File: src/rtl/switch_debouncer.sv
// Slide-switch conditioner: per-bit synchroniser, stability-counter debounce,
// rise/fall pulses and a zero-extended read word. SW_STICKY_EVENT_EN adds sticky change flags.
module switch_debouncer #(
    parameter int NUM_SW          = 8,
    parameter int WIDTH           = 16,
    parameter int SYNC_STAGES     = 2,
    parameter int DEBOUNCE_CYCLES = 500000,
    parameter int CNT_WIDTH       = 19
) (
    input  logic              clk,
    input  logic              reset,
    input  logic [NUM_SW-1:0] sw_raw,
    output logic [NUM_SW-1:0] sw_clean,
    output logic [WIDTH-1:0]  sw_word,
    output logic [NUM_SW-1:0] sw_rise,
    output logic [NUM_SW-1:0] sw_fall,
    input  logic              clr_event,
    output logic [NUM_SW-1:0] sw_event
);

    localparam logic [CNT_WIDTH-1:0] CNT_LAST = CNT_WIDTH'(DEBOUNCE_CYCLES - 1);

    logic [NUM_SW-1:0]                r_sync [SYNC_STAGES];
    logic [NUM_SW-1:0]                w_synced;
    logic [NUM_SW-1:0][CNT_WIDTH-1:0] r_cnt;
    logic [NUM_SW-1:0][CNT_WIDTH-1:0] w_cnt_nxt;
    logic [NUM_SW-1:0]                r_clean;
    logic [NUM_SW-1:0]                w_clean_nxt;
    logic [NUM_SW-1:0]                r_rise;
    logic [NUM_SW-1:0]                w_rise_nxt;
    logic [NUM_SW-1:0]                r_fall;
    logic [NUM_SW-1:0]                w_fall_nxt;

    // NOTE: sequential state uses non-blocking assignments so every flop samples
    // the pre-edge value of its source; blocking here would collapse the chain.
    always_ff @(posedge clk or negedge reset) begin
        if (!reset) begin
            for (int s = 0; s < SYNC_STAGES; s++) begin
                r_sync[s] <= '0;
            end
        end else begin
            r_sync[0] <= sw_raw;
            for (int s = 1; s < SYNC_STAGES; s++) begin
                r_sync[s] <= r_sync[s-1];
            end
        end
    end

    assign w_synced = r_sync[SYNC_STAGES-1];

    // NOTE: every output of a combinational block gets a default first, so no
    // path through the loop can leave a signal unassigned and infer a latch.
    always_comb begin
        w_cnt_nxt   = r_cnt;
        w_clean_nxt = r_clean;
        w_rise_nxt  = '0;
        w_fall_nxt  = '0;
        for (int i = 0; i < NUM_SW; i++) begin
            if (w_synced[i] == r_clean[i]) begin
                w_cnt_nxt[i] = '0;
            end else if (r_cnt[i] == CNT_LAST) begin
                w_cnt_nxt[i]   = '0;
                w_clean_nxt[i] = w_synced[i];
                w_rise_nxt[i]  = w_synced[i];
                w_fall_nxt[i]  = ~w_synced[i];
            end else begin
                w_cnt_nxt[i] = r_cnt[i] + CNT_WIDTH'(1);
            end
        end
    end

    // Counters are reset too, so a count pending at reset is discarded.
    always_ff @(posedge clk or negedge reset) begin
        if (!reset) begin
            r_cnt   <= '0;
            r_clean <= '0;
            r_rise  <= '0;
            r_fall  <= '0;
        end else begin
            r_cnt   <= w_cnt_nxt;
            r_clean <= w_clean_nxt;
            r_rise  <= w_rise_nxt;
            r_fall  <= w_fall_nxt;
        end
    end

    assign sw_clean = r_clean;
    assign sw_word  = WIDTH'(r_clean);
    assign sw_rise  = r_rise;
    assign sw_fall  = r_fall;

`ifdef SW_STICKY_EVENT_EN
    logic [NUM_SW-1:0] r_event;

    // A new pulse is ORed in after the clear, so set beats clear on the same bit.
    always_ff @(posedge clk or negedge reset) begin
        if (!reset) begin
            r_event <= '0;
        end else begin
            r_event <= (clr_event ? '0 : r_event) | r_rise | r_fall;
        end
    end

    assign sw_event = r_event;
`else
    logic w_unused_clr;
    assign w_unused_clr = clr_event;
    assign sw_event     = '0;
`endif

endmodule

File: config.mk
export PLATFORM = sky130hd
export DESIGN_NAME = switch_debouncer
export DESIGN_NICKNAME = d
export VERILOG_FILES = /design/src/rtl/switch_debouncer.sv
export SDC_FILE = /design/constraint.sdc
export NUM_CORES = 1
export LEC_CHECK = 0
export CAP_MARGIN = 20
export CORE_ASPECT_RATIO = 0.8
export CORE_MARGIN = 4
export CORE_UTILIZATION = 55
export CTS_BUF_LIST = sky130_fd_sc_hd__clkbuf_8 sky130_fd_sc_hd__clkbuf_16
export DETAILED_ROUTE_END_ITERATION = 8
export PLACE_DENSITY = 0.75
export SLEW_MARGIN = 20
export SYNTH_ARGS = -nofsm -noshare
export SYNTH_HDL_FRONTEND = slang
export SYNTH_SLANG_ARGS = --single-unit
File: constraint.sdc
create_clock -name clk -period 2.1 [get_ports clk]
set_input_delay 0.315 -clock clk [delete_from_list [all_inputs] [get_ports clk]]
set_output_delay 0.315 -clock clk [all_outputs]
set_load 0.01 [all_outputs]
==> metrics.md <==
| Metric | Value |
|---|---|
| Worst min path class | input pin to flip-flop |
| Initial antenna violation count | 0 |
| Combinational family with the most area after synthesis | simple AND/OR/NAND/NOR gates |
| R2R setup slack | between 0.1 and 0.15 ns |
| CP delay by family, top | simple AND/OR/NAND/NOR gates |
| Core ar. | 16000 um2 |
| RR Endpoint | sw_clean[2]$_DFFE_PN0P_ |
| Mapped Cells | 879 |
| Worst-Skew Late Latency | 0.42 ns |
| Drt first-iter violations | between 300 and 400 |
| Outcome | finished clean |
| Hold Slack | 0.324 ns |
| Crit path depth | 4 |
| Vias | approximately 6500 |
| Initial DRT Pass Iterations | 5 |
| Flops & latches, synth | 192 |
| Grt ovf | 0 |
| Worst endpoint data arrival time | about 2.3 ns |
| Worst Setup End Kind | flip-flop |
| Yosys warns | 0 |
| Fin Setup TNS | 0 ns |
| Min Tclk post-route | 1.99 ns |
| Worst-path fanout max | 4 |
| Power density over the cells | 702 nW/um2 |
| Layout Nets | 969 |
| Drt wl/cell | about 15 um |
| DIE HEIGHT | 123 um |
| Worst clock skew | 0.00707 ns |
| CTS tree | done |
| Synth Area in Simple Gates | 25.1% |
| Boundary Pins | roughly 60 |
| Antenna Nets Post-Route | 0 |
| Dpl hpwl | approximately 12000 um |
| Global-route wire length before repair | 30100 um |
| DR vias/cell | 5.56 |
| Cell breakdown of the critical path | nor4b_2 -> nand2_1 -> or4_1 -> mux2_1 |
| Final period util | between 90% and 100% |
| Layout cell share with drive strength beyond 1 | ~8.7% |
| Cts bufs inserted | 17 |
| Crit Path Category | flip-flop to flip-flop |
| End of the critical path | sw_clean[2]$_DFFE_PN0P_ |
| Sequential element share of the synthesized area | 53.2% |
| Primary FF master, synth | dfrtp_1 |
| # clock sinks | 192 |
| Post-synth EDFFs | 0 |
| R2R depth | 4 |
| Drc violations | 0 |
| Adder-cell share of the synthesized area | 1.11% |
| Compound-gate portion of the synthesized area | about 5.8% |
| Util after Layout | 65.6% |
| Final Slew Violations | 0 |
| Startpoint types | flip-flop |
| Largest net degree at the start of global routing | 58 |
| Clock root buffer | clkbuf_16 |
| Layout area overhead | 15.9% |
| CP Launch Point | r_cnt[52]$_DFF_PN0_ |
| Most frequent cells in the layout | dfrtp_1, nor2_1, xnor2_1 |
| RePlAce Congestion | 0.823 |
| Htree depth | 4 |
| Antenna Cells | 0 |
| GRT Resource Usage Total | approximately a fifth |
| Synth Area per Inst | 10.3 um2 |
| Hold Startpoint | sw_raw[6] |
| Critical Path Max Stage Delay | 0.61 ns |
| Mapped Area | 9030 um2 |
| Highest clock rate | about 0.50 GHz |
| Critical path buffers and inverters | 0 |
| Vias in the first global route | 6264 |
| Mux share of post-synthesis cell area | less than 1% |
| Die X | 151 um |
| Critical Path RT | 2.40 ns |
| Final Hold Fails | 0 |
| Die area | 18600 um2 |
| RR Startpoint | r_cnt[52]$_DFF_PN0_ |
| XOR/XNOR Fraction of Synth Area | 10.1% |
| Most common cell after layout, fill and taps aside | dfrtp_1 |
| Max clock buf depth | 2 |
| Starting Density | 56.6% |
| Row cnt | 41 |
| Setup-failing EPs final | 0 |
| Crit-path slowest cell | or4_1 |
| Peak VDD IR | ~0.56 mV |
| Port-buffer cells | approximately 40 |
| Max-Cap Viols | 0 |
| Detailed Route WL | 17300 um |
| Cell variety after synth | 40 |
| Async S/R FF share, synth | 100% |
| Worst-path clk slew | 0.07 ns |
| RSZ-0062 raised after global routing | false |
| Lkg Pwr | 0.00425 uW |
| Final total power | 7350 uW |
## metal layers
metal	vias up	global-route usage [%]	share of wire, %
met1	3180	29.4	49
met2	121	30.6	46
met5	-	0	0
met3	15	4.17	3.9
li1	3233	-	-
met4	0	5.83	1.1
## Yosys cell counts (16+ instances only)
master	number	share of area (%)
a21oi_1	40	2.2
xor2_1	40	3.9
dfrtp_1	192	53
buf_4	24	2.0
or3_1	28	1.9
xnor2_1	64	6.2
nor4_1	21	1.5
o21ai_0	22	1.2
nand2_1	46	1.9
nor3_1	20	1.1
nor2_1	107	4.4
or4_1	25	2.1
nor3b_1	19	1.6
nand3_1	55	3.0
o31ai_1	16	1.3
nand4_1	35	2.4
inv_1	20	0.83
## report_power, final
group | total [uW] | switching (uW) | internal [uW] | leakage [uW]
Combinational | 260 | 170 | 90.0 | 0.00132
Clock | 3280 | 1330 | 1950 | 0.000299
Sequential | 3810 | 55.4 | 3750 | 0.00263
Total | 7350 | 1550 | 5790 | 0.00425
## area by class of cell
type | instances | area (um2)
clock buffer | 20 | 467
sequential | 192 | 4800
clock inverter | 11 | 138
multi-input combinational | 640 | 3990
inverter | 20 | 75.1
timing repair buffer | 79 | 727
tap | 215 | 269
fill | 1219 | 5490
## cells by family (layout without fill, tap and decap cells)
| kind of cell | after synthesis | count (layout) |
|---|---|---|
| fa+ha+maj | 8 | 8 |
| mux | 8 | 8 |
| compound gates | 88 | 88 |
| xor+xnor | 104 | 104 |
| other cells | 1 | 16 |
| buf+inv | 62 | 130 |
| simple gates | 416 | 416 |
| flops | 192 | 192 |
## sequential cells by signal, summed over array words and instances (netlist names)
name	count
r_cnt	152
r_sync	8
sw_clean	8
sw_fall	8
sw_rise	8
w_synced	8
## per-stage QoR
stage,instances,instance area [um2],worst slack [ns]
finish,1177,10500,0.111
CTS,1177,10400,0.0775
floorplan,894,9090,0.216
global placement,1145,9820,0.110
detailed placement,1145,9820,0.117
global route,1177,10500,0.0119
## timing repair
action                                 in CTS  in global routing
hold buffers                                1                  0
buffers inserted                            0                  0
gates resized for setup                     1                  4
setup endpoints to repair                   1                  4
endpoints found under the hold margin      53                  0
## how the worst min path moves through the flow
stage | end | slack, ns | depth (start not counted)
final | r_sync[14]$_DFF_PN0_ | 0.32 | 1
after global routing | r_sync[10]$_DFF_PN0_ | 0.30 | 1
after floorplan | r_cnt[0]$_DFF_PN0_ | 0.02 | 0
after CTS | r_sync[10]$_DFF_PN0_ | 0.31 | 1
after detailed placement | w_synced[7]$_DFF_PN0_ | 0.32 | 1
after global placement | w_synced[7]$_DFF_PN0_ | 0.31 | 1
Note: power is estimated with default switching activity, not from simulation.
